[config.mk]
export PLATFORM = sky130hd
export DESIGN_NAME = mem_arbiter
export DESIGN_NICKNAME = d
export VERILOG_FILES = /design/src/rtl/mem_arbiter.sv
export SDC_FILE = /design/constraint.sdc
export NUM_CORES = 1
export LEC_CHECK = 0
export CAP_MARGIN = 15
export CORE_ASPECT_RATIO = 0.75
export CORE_MARGIN = 5
export CORE_UTILIZATION = 41
export CTS_CLUSTER_SIZE = 10
export DETAILED_ROUTE_END_ITERATION = 12
export PLACE_DENSITY_LB_ADDON = 0.1
export SYNTH_ARGS = -nofsm -noshare
export SYNTH_HDL_FRONTEND = slang
export SYNTH_SLANG_ARGS = --single-unit
[constraint.sdc]
create_clock -name CLK -period 3.1 [get_ports CLK]
set_clock_uncertainty 0.2 [all_clocks]
set_input_delay 0.465 -clock CLK [delete_from_list [all_inputs] [get_ports CLK]]
set_output_delay 0.465 -clock CLK [all_outputs]
set_load 0.005 [all_outputs]
[src/rtl/mem_arbiter.sv]
// Two-port arbiter in front of a single-ported data memory.
// Port 0 is the processor data path, port 1 the host/loader port. One
// transaction is in flight at a time; simultaneous requests alternate
// round-robin. All outputs are registered so they reset to zero at once.
module mem_arbiter #(
  parameter int AW       = 16,
  parameter int DW       = 16,
  parameter int READ_LAT = 1
) (
  input  logic          CLK,
  input  logic          RESET,
  input  logic          p0_req,
  input  logic          p0_we,
  input  logic [AW-1:0] p0_addr,
  input  logic [DW-1:0] p0_wdata,
  output logic          p0_gnt,
  output logic          p0_rvalid,
  output logic [DW-1:0] p0_rdata,
  input  logic          p1_req,
  input  logic          p1_we,
  input  logic [AW-1:0] p1_addr,
  input  logic [DW-1:0] p1_wdata,
  output logic          p1_gnt,
  output logic          p1_rvalid,
  output logic [DW-1:0] p1_rdata,
  output logic          mem_en,
  output logic          mem_we,
  output logic [AW-1:0] mem_addr,
  output logic [DW-1:0] mem_wdata,
  input  logic [DW-1:0] mem_rdata
);

  typedef enum logic [1:0] {IDLE, ISSUE, WAIT} state_t;

  state_t        state, state_d;
  logic          last, last_d;       // port served most recently
  logic          win, win_d;         // port owning the current transaction
  logic          pick;
  logic          we_q, we_d;
  logic [AW-1:0] addr_q, addr_d;
  logic [DW-1:0] wdata_q, wdata_d;
  logic [2:0]    cnt, cnt_d;         // cycles left until mem_rdata is valid
  logic          gnt0_d, gnt1_d, rv0_d, rv1_d, en_d, mwe_d;
  logic [DW-1:0] rdata0_d, rdata1_d;

  // The command bus is held from the latched request; only mem_en/mem_we
  // qualify it, so address and data may be stale outside ISSUE.
  assign mem_addr  = addr_q;
  assign mem_wdata = wdata_q;

  // Next-state and next-output logic; requests are only looked at in IDLE.
  always_comb begin
    state_d  = state;
    last_d   = last;
    win_d    = win;
    we_d     = we_q;
    addr_d   = addr_q;
    wdata_d  = wdata_q;
    cnt_d    = cnt;
    gnt0_d   = 1'b0;
    gnt1_d   = 1'b0;
    rv0_d    = 1'b0;
    rv1_d    = 1'b0;
    en_d     = 1'b0;
    mwe_d    = 1'b0;
    rdata0_d = p0_rdata;
    rdata1_d = p1_rdata;
    // On a tie the port that was not served last wins.
    pick     = (p0_req && p1_req) ? ~last : p1_req;
    case (state)
      IDLE: begin
        if (p0_req || p1_req) begin
          win_d   = pick;
          last_d  = pick;
          we_d    = pick ? p1_we    : p0_we;
          addr_d  = pick ? p1_addr  : p0_addr;
          wdata_d = pick ? p1_wdata : p0_wdata;
          en_d    = 1'b1;
          mwe_d   = we_d;
          gnt0_d  = ~pick;
          gnt1_d  = pick;
          state_d = ISSUE;
        end
      end
      ISSUE: begin
        if (we_q) begin
          state_d = IDLE;
        end else begin
          cnt_d   = 3'(READ_LAT);
          state_d = WAIT;
        end
      end
      WAIT: begin
        cnt_d = cnt - 3'd1;
        // cnt reaches 1 in the cycle READ_LAT after ISSUE, when data is valid.
        if (cnt == 3'd1) begin
          state_d = IDLE;
          if (win) begin
            rv1_d    = 1'b1;
            rdata1_d = mem_rdata;
          end else begin
            rv0_d    = 1'b1;
            rdata0_d = mem_rdata;
          end
        end
      end
      default: state_d = IDLE;
    endcase
  end

  // State, latched request and registered outputs; reset abandons any read.
  always_ff @(posedge CLK or posedge RESET) begin
    if (RESET) begin
      state     <= IDLE;
      last      <= 1'b1;
      win       <= 1'b0;
      we_q      <= 1'b0;
      addr_q    <= '0;
      wdata_q   <= '0;
      cnt       <= '0;
      p0_gnt    <= 1'b0;
      p1_gnt    <= 1'b0;
      p0_rvalid <= 1'b0;
      p1_rvalid <= 1'b0;
      p0_rdata  <= '0;
      p1_rdata  <= '0;
      mem_en    <= 1'b0;
      mem_we    <= 1'b0;
    end else begin
      state     <= state_d;
      last      <= last_d;
      win       <= win_d;
      we_q      <= we_d;
      addr_q    <= addr_d;
      wdata_q   <= wdata_d;
      cnt       <= cnt_d;
      p0_gnt    <= gnt0_d;
      p1_gnt    <= gnt1_d;
      p0_rvalid <= rv0_d;
      p1_rvalid <= rv1_d;
      p0_rdata  <= rdata0_d;
      p1_rdata  <= rdata1_d;
      mem_en    <= en_d;
      mem_we    <= mwe_d;
    end
  end

endmodule
; Word-level counts from Yosys, hierarchy flattened
; Index checks and enable logic that the tools add are counted.
[word_totals]
regBits = 78
latch_bits = 0
ramBits = 0
romBits = 0
inputBits = 86
out_inout_bits = 70
wordCells = 58
mem_count = 0
[op_classes]
addsub = 1
multipliers = 0
div = 0
n_lt_le_gt_ge = 0
n_eq_ne = 6
shift = 0
mux = 24
bitwise = 3
reduce_logical = 9
[op_table]
columns = cell, count
row1 = 16-bit two-way mux, 2
row2 = 1-bit two-way mux, 16
row3 = 2-bit two-way mux, 3
row4 = "2-bit inequality test, second input constant", 3
row5 = 2-bit one-hot mux with 3 select lines, 1
row6 = 3-bit one-hot mux with 2 select lines, 1
row7 = 2-bit AND reduction, 3
row8 = 3-bit AND reduction, 2
row9 = "3-bit by 1-bit equality test with 1-bit output, second input constant", 1
row10 = 3-bit two-way mux, 1
row11 = 1-bit inverter, 3
row12 = "3-bit by 1-bit subtractor with 3-bit output, second input constant", 1
row13 = "2-bit by 1-bit equality test with 1-bit output, second input constant", 1
row14 = "2-bit equality test, second input constant", 1
row15 = 2-bit logical NOT, 1
row16 = 2-bit nonzero test, 1
row17 = 1-bit logical AND, 1
row18 = 1-bit logical OR, 1

; Longest topological paths before layout
[logic_depth]
depth_word = 5
mapped_depth = 6

; Least setup slack after synthesis
; OpenSTA, ideal clock, no wires.
[synth_path]
kind = register to register
start = register cnt[1]
end = register p0_rdata[0]
arrival_time_ns = 1.664
t_required_ns = 2.775
path_slack_ns = 1.111
stages_incl_launch_ff = 7
n_path_buf = 1
synth_period_minus_slack_ns = 1.989
path_cell_list = dfrtp_1 inv_1 ha_1 nor2b_1 nor3b_4 buf_12 mux2_4
[synth_between]
elab_chain_len = 2
[synth_rtl]
columns = item, line
row1 = start: declaration, 42  ; logic [2:0] cnt, cnt_d;
row2 = start signal: assignment, 136  ; cnt <= cnt_d;
row3 = 3-bit by 1-bit equality test with 1-bit output, 96  ; if (cnt == 3'd1) begin
row4 = 3-bit AND reduction (no line), n/a
row5 = end signal: assignment, 141  ; p0_rdata <= rdata0_d;
row6 = end: declaration, 18  ; output logic [DW-1:0] p0_rdata,
; No other way between the ends.
; A chain may end at the register's enable or synchronous reset.

; Final worst setup path
[layout_path]
start = register cnt[1]
end = register p1_rdata[0]
[layout_between]
elab_chain_len = 2
[layout_rtl]
columns = item, line
row1 = 3-bit by 1-bit equality test with 1-bit output, 96
row2 = 3-bit AND reduction (no line), n/a
row3 = end signal: assignment, 142  ; p1_rdata <= rdata1_d;
row4 = end: declaration, 25  ; output logic [DW-1:0] p1_rdata,
; No other way between the ends.

==> flow_summary.toml <==
[run_status]
outcome = "finished clean"

[timing]
timing.final.crit_share = 0.682
timing.final.crit_period_ps = 2120
worstMarginPinSlew_ps = 647
drv_slew = 0
hold_viol_final = 0
maxSlewHeadroom = 0.569
rsz0062_at_grt = "no"
setup_viol = 0
setup_tns_ps = 0
fmax_mhz = 473

[die]
rows = 28
io_pins = 156
initial_core_util = 0.422
core_area_sq_um = 7880
dieArea_sq_um = 10000
die_x_microns = 114
die_y_microns = 88.0

[global_routing]
grt_max_degree = 46
grt_pass1_vias = 2720
grt_usage = 0.180
globalRoute.totalOverflow = 0
grt_pass1_wl_mm = 14.0
antenna_found_initial = 0

[final_layout]
final_nets = 470
n_antenna_cell = 0
design_area_sq_um = 5170
area_delta_synth_final_pct = 55.5
drive_above_1_share = 0.155

[synthesis]
yosys-top-cells-area = "dfrtp_1, a221o_1, mux2_4"
syn-num-nets = 315
synth_top_area_frac = 0.580
syn_inst = 227
yosysUniqueCellTypes = 31
yosys_warnings = 0
ys_ff_latch = 78
syn_area_per_cell_sq_um = 14.6
synth_seq_area_share = 0.588
yosysTopAreaCell = "dfrtp_1"
synth_area_sq_um = 3320

[clocking]
cts_max_level = 3
post_cts_resize_count = 0
post_cts_buffers = 0
cts_buffers = 9
clock-sinks = 78
cts_tree = "done"
ctsHoldBuffers = 0
worstSkewPairLatency_ps = 340
root_buffer = "clkbuf_8"
ctsLongestPathBuffers = 2
clkTransAtPathRegs_ps = 80

[placement]
io_buffers = 155
place_congestion = 0.767
dpl-instance-area_sq_um = 4930
detailed_place_hpwl_mm = 6.22

[routing]
dr.first_iter.drc_count = 112
wl_met3_microns = 935
final_antenna_net_count = 0
viasPerCell = 5.21
drc_errors = 0
drt-met1-wl_mm = 3.92
drt-pass1-iter-count = 4
top_layer = "met4"
num_vias = 2564
wl_per_cell_microns = 18.0
drt_wl_total_mm = 8.85
wl_met2_mm = 3.86

[critical_path]
arrival_ps = 2140
worstSetupStartpointType = "flip-flop"
cp_num_buf_inv = 1
crit_required_ps = 3130
cp_cell_sequence = "inv_1 -> ha_1 -> nor2b_1 -> nand3_2 -> mux2_4"
cpMaxStageDelayCell = "nand3_2"
cp_top_family = "simple AND/OR/NAND/NOR gates"
end_kind = "flip-flop"
critPathKind = "reg -> reg"
slowest_delay_ps = 500
worstPathMaxFanout = 17

[power]
ir_worst_vdd_mv = 0.378
p_leak_nw = 2.21
power_density_nw_per_um2 = 954

[min_path]
min_path_type = "in -> async"

[run]
max_cap_viol_count = 0
==> flip-flops by register name, summed over array words and instances, names as in the netlist <==
register and cells:
cnt 3, last 1, mem_addr 16, mem_en 1, mem_wdata 16, mem_we 1
p0_gnt 1, p0_rdata 16, p0_rvalid 1, p1_gnt 1, p1_rdata 16, p1_rvalid 1
state 2, we_q 1, win 1
==> final timing paths <==
check | startpoint | endpoint | slack [ps] | depth (start not counted)
setup / recovery | cnt[1]$_DFFE_PP0P_ | p1_rdata[0]$_DFFE_PP0P_ | 980 | 5
hold / removal | RESET | p1_rdata[13]$_DFFE_PP0P_ | 300 | 2
setup reg to reg | cnt[1]$_DFFE_PP0P_ | p1_rdata[0]$_DFFE_PP0P_ | 980 | 5
hold reg to reg | p0_rdata[6]$_DFFE_PP0P_ | p0_rdata[6]$_DFFE_PP0P_ | 310 | 1
max in group asynchronous | RESET | last$_DFFE_PP1P_ | 1700 | 3
min in group CLK | p0_rdata[6]$_DFFE_PP0P_ | p0_rdata[6]$_DFFE_PP0P_ | 310 | 1
==> layout make-up <==
type	instances	area [sq um]
multi-input cells	127	1220
fillers	607	2720
repair buffers	160	1600
inverters	6	23.8
clock inverters	5	108
clock buffers	11	131
well taps	105	131
flip-flops and latches	78	1950
==> cell usage after synthesis (all sizes together) <==
cell type,n
dfrtp,77
a221o,33
a22o,1
clkbuf,5
nor2b,1
and2b,1
a21oi,4
nor2,5
or2b,1
inv,6
a211o,1
nand2,1
nand2b,2
nand3,2
o22ai,1
a311oi,1
buf,11
o21a,35
nor3b,1
dfstp,1
a221oi,1
ha,2
mux2,32
and3,1
or2,1
==> metal layers <==
layer / up-vias / global-route usage
li1: 1175 / -
met5: - / 0
met4: 0 / 0.0593
met3: 10 / 0.0773
met2: 133 / 0.265
met1: 1246 / 0.241
==> where the power goes <==
part | internal, mW | total, mW | leakage (nW) | switching, mW
Sequential | 1.50 | 1.79 | 0.954 | 0.289
Combinational | 1.48 | 2.23 | 1.13 | 0.759
Clock | 0.539 | 0.902 | 0.118 | 0.363
Total | 3.52 | 4.93 | 2.21 | 1.41
==> metrics by stage <==
stage	power [mW]	setup slack, ps	cells	util	hold slack, ps
floorplan	2.90	442	227	-	282
finish	4.93	985	492	0.655	304
global route	5.25	796	492	0.655	324
detailed placement	4.07	874	476	0.625	291
CTS	5.00	955	492	0.655	300
global placement	4.03	934	476	0.625	287
==> logic make-up (layout without fill, tap and decap cells) <==
group,Yosys count,after routing,synth area share
simple gates,16,16,0.0320
compound gates,77,77,0.197
buf+inv,22,182,0.0467
mux,32,32,0.129
fa+ha+maj,2,2,0.00753
flops,78,78,0.588
==> placed cells by master (no fill, tap or decap), drive strengths merged, types with 2 or more instances in the layout <==
master and count:
a21oi 4, nand2b 2, inv 5, clkinv 3
ha 2, clkbuf 11, dfrtp 77, bufinv 3
nand3 2, buf 5, nor2 5, mux2 32
o21a 35, clkdlybuf4s50 155, a221o 33
(Power assumes the default switching activity.)
==> patch 1 (same flow settings) <==
The parameter `AW` goes from 16 to 14.
--- a/src/rtl/mem_arbiter.sv
+++ b/src/rtl/mem_arbiter.sv
@@ -3,7 +3,7 @@
 // transaction is in flight at a time; simultaneous requests alternate
 // round-robin. All outputs are registered so they reset to zero at once.
 module mem_arbiter #(
-  parameter int AW       = 16,
+  parameter int AW       = 14,
   parameter int DW       = 16,
   parameter int READ_LAT = 1
 ) (
Interface: changed (resized mem_addr, p0_addr and p1_addr); port bits go from 156 to 150. The function was not compared with the original's and may differ.
==> patch 1 against the original RTL <==
Count of clock-buffer cells in the layout is 2 lower; design area is 4.1% lower; cell count is 3.7% lower; routed wire length is 5.7% lower; sequential cell count is 2 lower; total power is 5.8% lower; first-iteration DRC count is 30% lower; setup slack worse by 0.012 ns; area after synthesis is 5.3% lower; largest power group unchanged.
==> patch 1: results (changes against the original RTL) <==
- Outcome: completed
- Ys Warns: 0 (unchanged)
- Nets: 454 (-3.4%)
- Initial DRC Count: 78 (-30%)
- Worst slack at placement: 0.904 ns (+0.0301 ns)
- H-Tree Depth: 3 (unchanged)
- Crit path from: state[1]
- Synth Area per Inst: 14.2 um2 (-2.7%)
- Longest Clk Path Bufs: 2 (unchanged)
- Largest net degree at the start of global routing: 40 (-13%)
- Reg2reg end: mem_addr[7]
- Reg2Reg Setup Slack: 0.97 ns
- Total GRT Usage: 18.0% (+0.065 points)
- Async S/R FF share, synth: 100% (unchanged)
- Worst hold start: p1_rdata[5]
- Register area share after synthesis: 60.5% (+1.7 points)
- Worst hold margin: 0.308 ns (+0.00405 ns)
- Min-Delay Path Class: reg2reg
- WL/cell: 17.6 um (-2.2%)
- Routability Congestion: 0.760 (-0.90%)
- Leak Pwr: 2.09 nW (-5.3%)
- Detail Placement HPWL: 6000 um (-3.5%)
- Vias in the first global route: 2680 (-1.5%)
- Vias/cell: 5.14 (-1.4%)
- Syn_nets: 305 (-3.2%)
- Hold Crit Depth: 1
- Layout cells sized above 1: 15.5% (+0.046 points)
- First-pass GRT wire length: 13800 um (-2.0%)
- Clock root buffer: clkbuf_8
- Peak supply drop: 0.414 mV (+9.5%)
- Clock Latency Late Sink: 0.34 ns (about the same)
- Resized Gates After CTS: 0 (unchanged)
- WHS Endpoint: p1_rdata[5]
- # Post-CTS Setup Buffers: 0 (unchanged)
- Cell Int Power: 3.30 mW (-6.2%)
- Placed instance count: 460 (-3.4%)
- CTS Buf Count: 9 (unchanged)
- Max-slew headroom: 48.4% (-8.5 points)
- Synth area leaders: dfrtp_1, a221o_1, mux2_2
- Cells on worst reg2reg path: 4 (-1)
- Pre-antenna DRT Iters: 4 (unchanged)
- Arr. time, crit path: 2.15 ns
- Critical Path Fanout Max: 21 (+4)
- Final Non-Filler Cells: 474 (-3.7%)
- Initial antenna violation count: 0 (unchanged)
- Most used DFF post-synth: dfrtp_1
- Number of inserted diodes: 0 (unchanged)
- Post-synth top cells: dfrtp_1, o21a_1, a221o_1
- I/O Buffers: 149 (-3.9%)
- Post-synth EDFFs: 0 (unchanged)
- Worst-path clk slew: 0.07 ns
- Placed Area: 4750 um2 (-3.6%)
- Count of cell types in the netlist: 29 (-6.5%)
## patch 1: changes by cell type after synthesis, moves of 2 or more
cell	delta
mux2_2	+9
mux2_4	-9
buf_6	-7
buf_2	+4
clkbuf_1	+3
a221o_1	-2
dfrtp_1	-2
o21a_1	-2
## patch 1: area by class of cell
type	count	area [um2]
clock buffers	9	124
clock inverters	5	78.8
fillers	554	2440
inverters	6	23.8
multi-input cells	123	1140
flip-flops and latches	76	1900
well taps	101	126
repair buffers	154	1550
## patch 1: cells by family (layout without fill, tap and decap cells)
logic type	count (synthesis)	after routing	share of synthesized area, %
and+or+nand+nor	16	16	3.30
muxes	32	32	12.5
DFF	76	76	60.5
AOI/OAI and AO/OA	73	73	19.7
buffers and inverters	22	174	3.26
adders and majority gates	2	2	0.795
## patch 1: per-layer routing
metal  wire, um  share of wire [%]  global-route usage (%)
met2       4020                 48                    29.6
met5          0                  0                       0
met4         82               0.98                    5.30
met1       3450                 41                    21.8
met3        791                9.5                    7.90
## patch 1: power groups by stage
stage	Combinational (mW)	Clock [mW]	Sequential, mW
finish	2.11	0.791	1.74
global route	2.29	0.851	1.81
CTS	2.15	0.813	1.75
detailed placement	2.15	0	1.75
global placement	2.11	0	1.74
floorplan	0.959	0	1.76
## patch 1: critical path, stage by stage, from the launching register on
cell and delay [ns]:
dfrtp_1 0.47, or2_1 0.55, buf_4 0.33, o21a_1 0.20, a221o_1 0.26
## patch 1: worst max-delay path by stage
stage / endpoint / slack (ns)
global route: mem_addr[0] / 0.87
finish: mem_addr[7] / 0.97
global placement: win / 0.93
CTS: mem_addr[0] / 0.96
detailed placement: win / 0.90
floorplan: cnt[0] / 0.50
==> patch 2 (config.mk and constraints unchanged) <==
Without the edit above. Take the reset off `addr_q` and load it in a clocked block of its own.
--- a/src/rtl/mem_arbiter.sv
+++ b/src/rtl/mem_arbiter.sv
@@ -115,7 +115,6 @@
       last      <= 1'b1;
       win       <= 1'b0;
       we_q      <= 1'b0;
-      addr_q    <= '0;
       wdata_q   <= '0;
       cnt       <= '0;
       p0_gnt    <= 1'b0;
@@ -131,7 +130,6 @@
       last      <= last_d;
       win       <= win_d;
       we_q      <= we_d;
-      addr_q    <= addr_d;
       wdata_q   <= wdata_d;
       cnt       <= cnt_d;
       p0_gnt    <= gnt0_d;
@@ -145,4 +143,8 @@
     end
   end
 
+  always_ff @(posedge CLK) begin
+    addr_q <= addr_d;
+  end
+
 endmodule
Check against the original RTL: not equivalent (Yosys sat finds a counterexample within 4 cycles, from zero or initial values and one cycle with RESET high).
==> patch 2 against the original RTL <==
First-iteration DRC count shrank 24%; setup slack worse by 0.036 ns; routed wire length is 9.0% lower; area after synthesis decreased by 2.7%; combinational power is 16% lower; design area down 1.7%; total power is 11% lower; sequential cell count unchanged.
==> patch 2: results (changes against the original RTL) <==
- Min-Delay Path Class: reg2reg
- WL/cell: 16.9 um (-6.1%)
- Non-clk bufs: 161 (+0.63%)
- Met3 WL: 614 um (-34%)
- Compound-Gate Fraction of Synth Area: 7.82% (-12 points)
- Total GRT Usage: 16.8% (-1.2 points)
- Share of cell area taken by multi-input logic gates: 21.7% (-1.9 points)
- Outcome: completed
- Layout cells sized above 1: 20.4% (+4.9 points)
- Switching share of power: 28.5% (-0.13 points)
- Largest net degree at the start of global routing: 33 (-28%)
- Peak supply drop: 0.399 mV (+5.5%)
- Mux contribution to synthesized area: 17.8% (+4.9 points)
- Detail Placement HPWL: 5970 um (-4.0%)
- Final Cell Area: 5080 um2 (-1.7%)
- DR WL met2: 3770 um (-2.5%)
- Worst hold margin: 0.274 ns (-0.0300 ns)
- Routing usage on met1: 21.9% (-2.1 points)
- Leak Pwr: 2.14 nW (-2.8%)
- Met2 usage: 26.7% (+0.26 points)
- Synth area leaders: dfrtp_1, edfxtp_1, mux2_2
- Vias/cell: 4.91 (-5.9%)
- M1 WL: 3540 um (-9.8%)
- Routability Congestion: 0.766 (about the same)
- Signal buf overhead: 31.7% (+0.67 points)
- Inverters: 7 (+1)
- Filler Cell Count: 606 (-0.16%)
- #MultiIn Comb: 110 (-13%)
- Sequential fraction of total cell area: 40.0% (+2.2 points)
- Post-Syn Area: 3230 um2 (-2.7%)
- First-pass GRT wire length: 12800 um (-8.8%)
- Async S/R FF share, synth: 79.5% (-21 points)
- Count of cell types in the netlist: 35 (+13%)
- Critical Path Fanout Max: 19 (+2)
- Vias in the first global route: 2452 (-9.9%)
- Nets: 455 (-3.2%)
- Post-synth EDFFs: 16 (+16)
[patch 2: cell types whose count changed in the layout (fill, tap and decap cells not counted), sizes merged, moves of 2 or more]
cell / change
o21a: -35
a221o: -17
dfrtp: -16
edfxtp: +16
mux2: +16
and3: +15
a21o: +3
bufinv: -3
clkbuf: +2
inv: +2
nor2: -2
[patch 2: stage by stage]
stage | setup slack, ns | total power, mW | instances
final | 0.949 | 4.37 | 477
after detailed placement | 0.781 | 3.72 | 461
after global placement | 0.828 | 3.69 | 461
after global routing | 0.778 | 4.65 | 477
after CTS | 0.934 | 4.44 | 477
after floorplan | 0.895 | 2.63 | 206
[patch 2: critical path, cell delays in order, from the launching register on]
cell	delay (ns)
dfrtp_1	0.54
nor2_4	0.37
o21ai_1	0.16
inv_1	0.51
[patch 2: final timing paths]
check	slack, ns	start	cells after the start	end
max	0.95	state[1]	3	mem_addr[11]
min	0.27	we_q	1	we_q
max reg2reg	0.95	state[1]	3	mem_addr[11]
min reg2reg	0.27	we_q	1	we_q
max in group asynchronous	1.76	RESET	3	p1_rdata[11]
min in group asynchronous	0.34	RESET	2	mem_wdata[12]
[patch 2: power by group through the flow]
| stage | clock [mW] | combinational (mW) | sequential [mW] |
|---|---|---|---|
| 5_1_grt | 0.763 | 2.03 | 1.86 |
| 4_1_cts | 0.719 | 1.92 | 1.80 |
| 3_3_place_gp | 0 | 1.87 | 1.82 |
| 2_1_floorplan | 0 | 0.833 | 1.79 |
| 3_5_place_dp | 0 | 1.91 | 1.81 |
| 6_report | 0.692 | 1.88 | 1.80 |
[patch 2: cell families after synthesis]
family,after synthesis
buffers and inverters,18
and+or+nand+nor,31
muxes,48
adders and majority gates,2
DFF,78
AOI/OAI and AO/OA,29
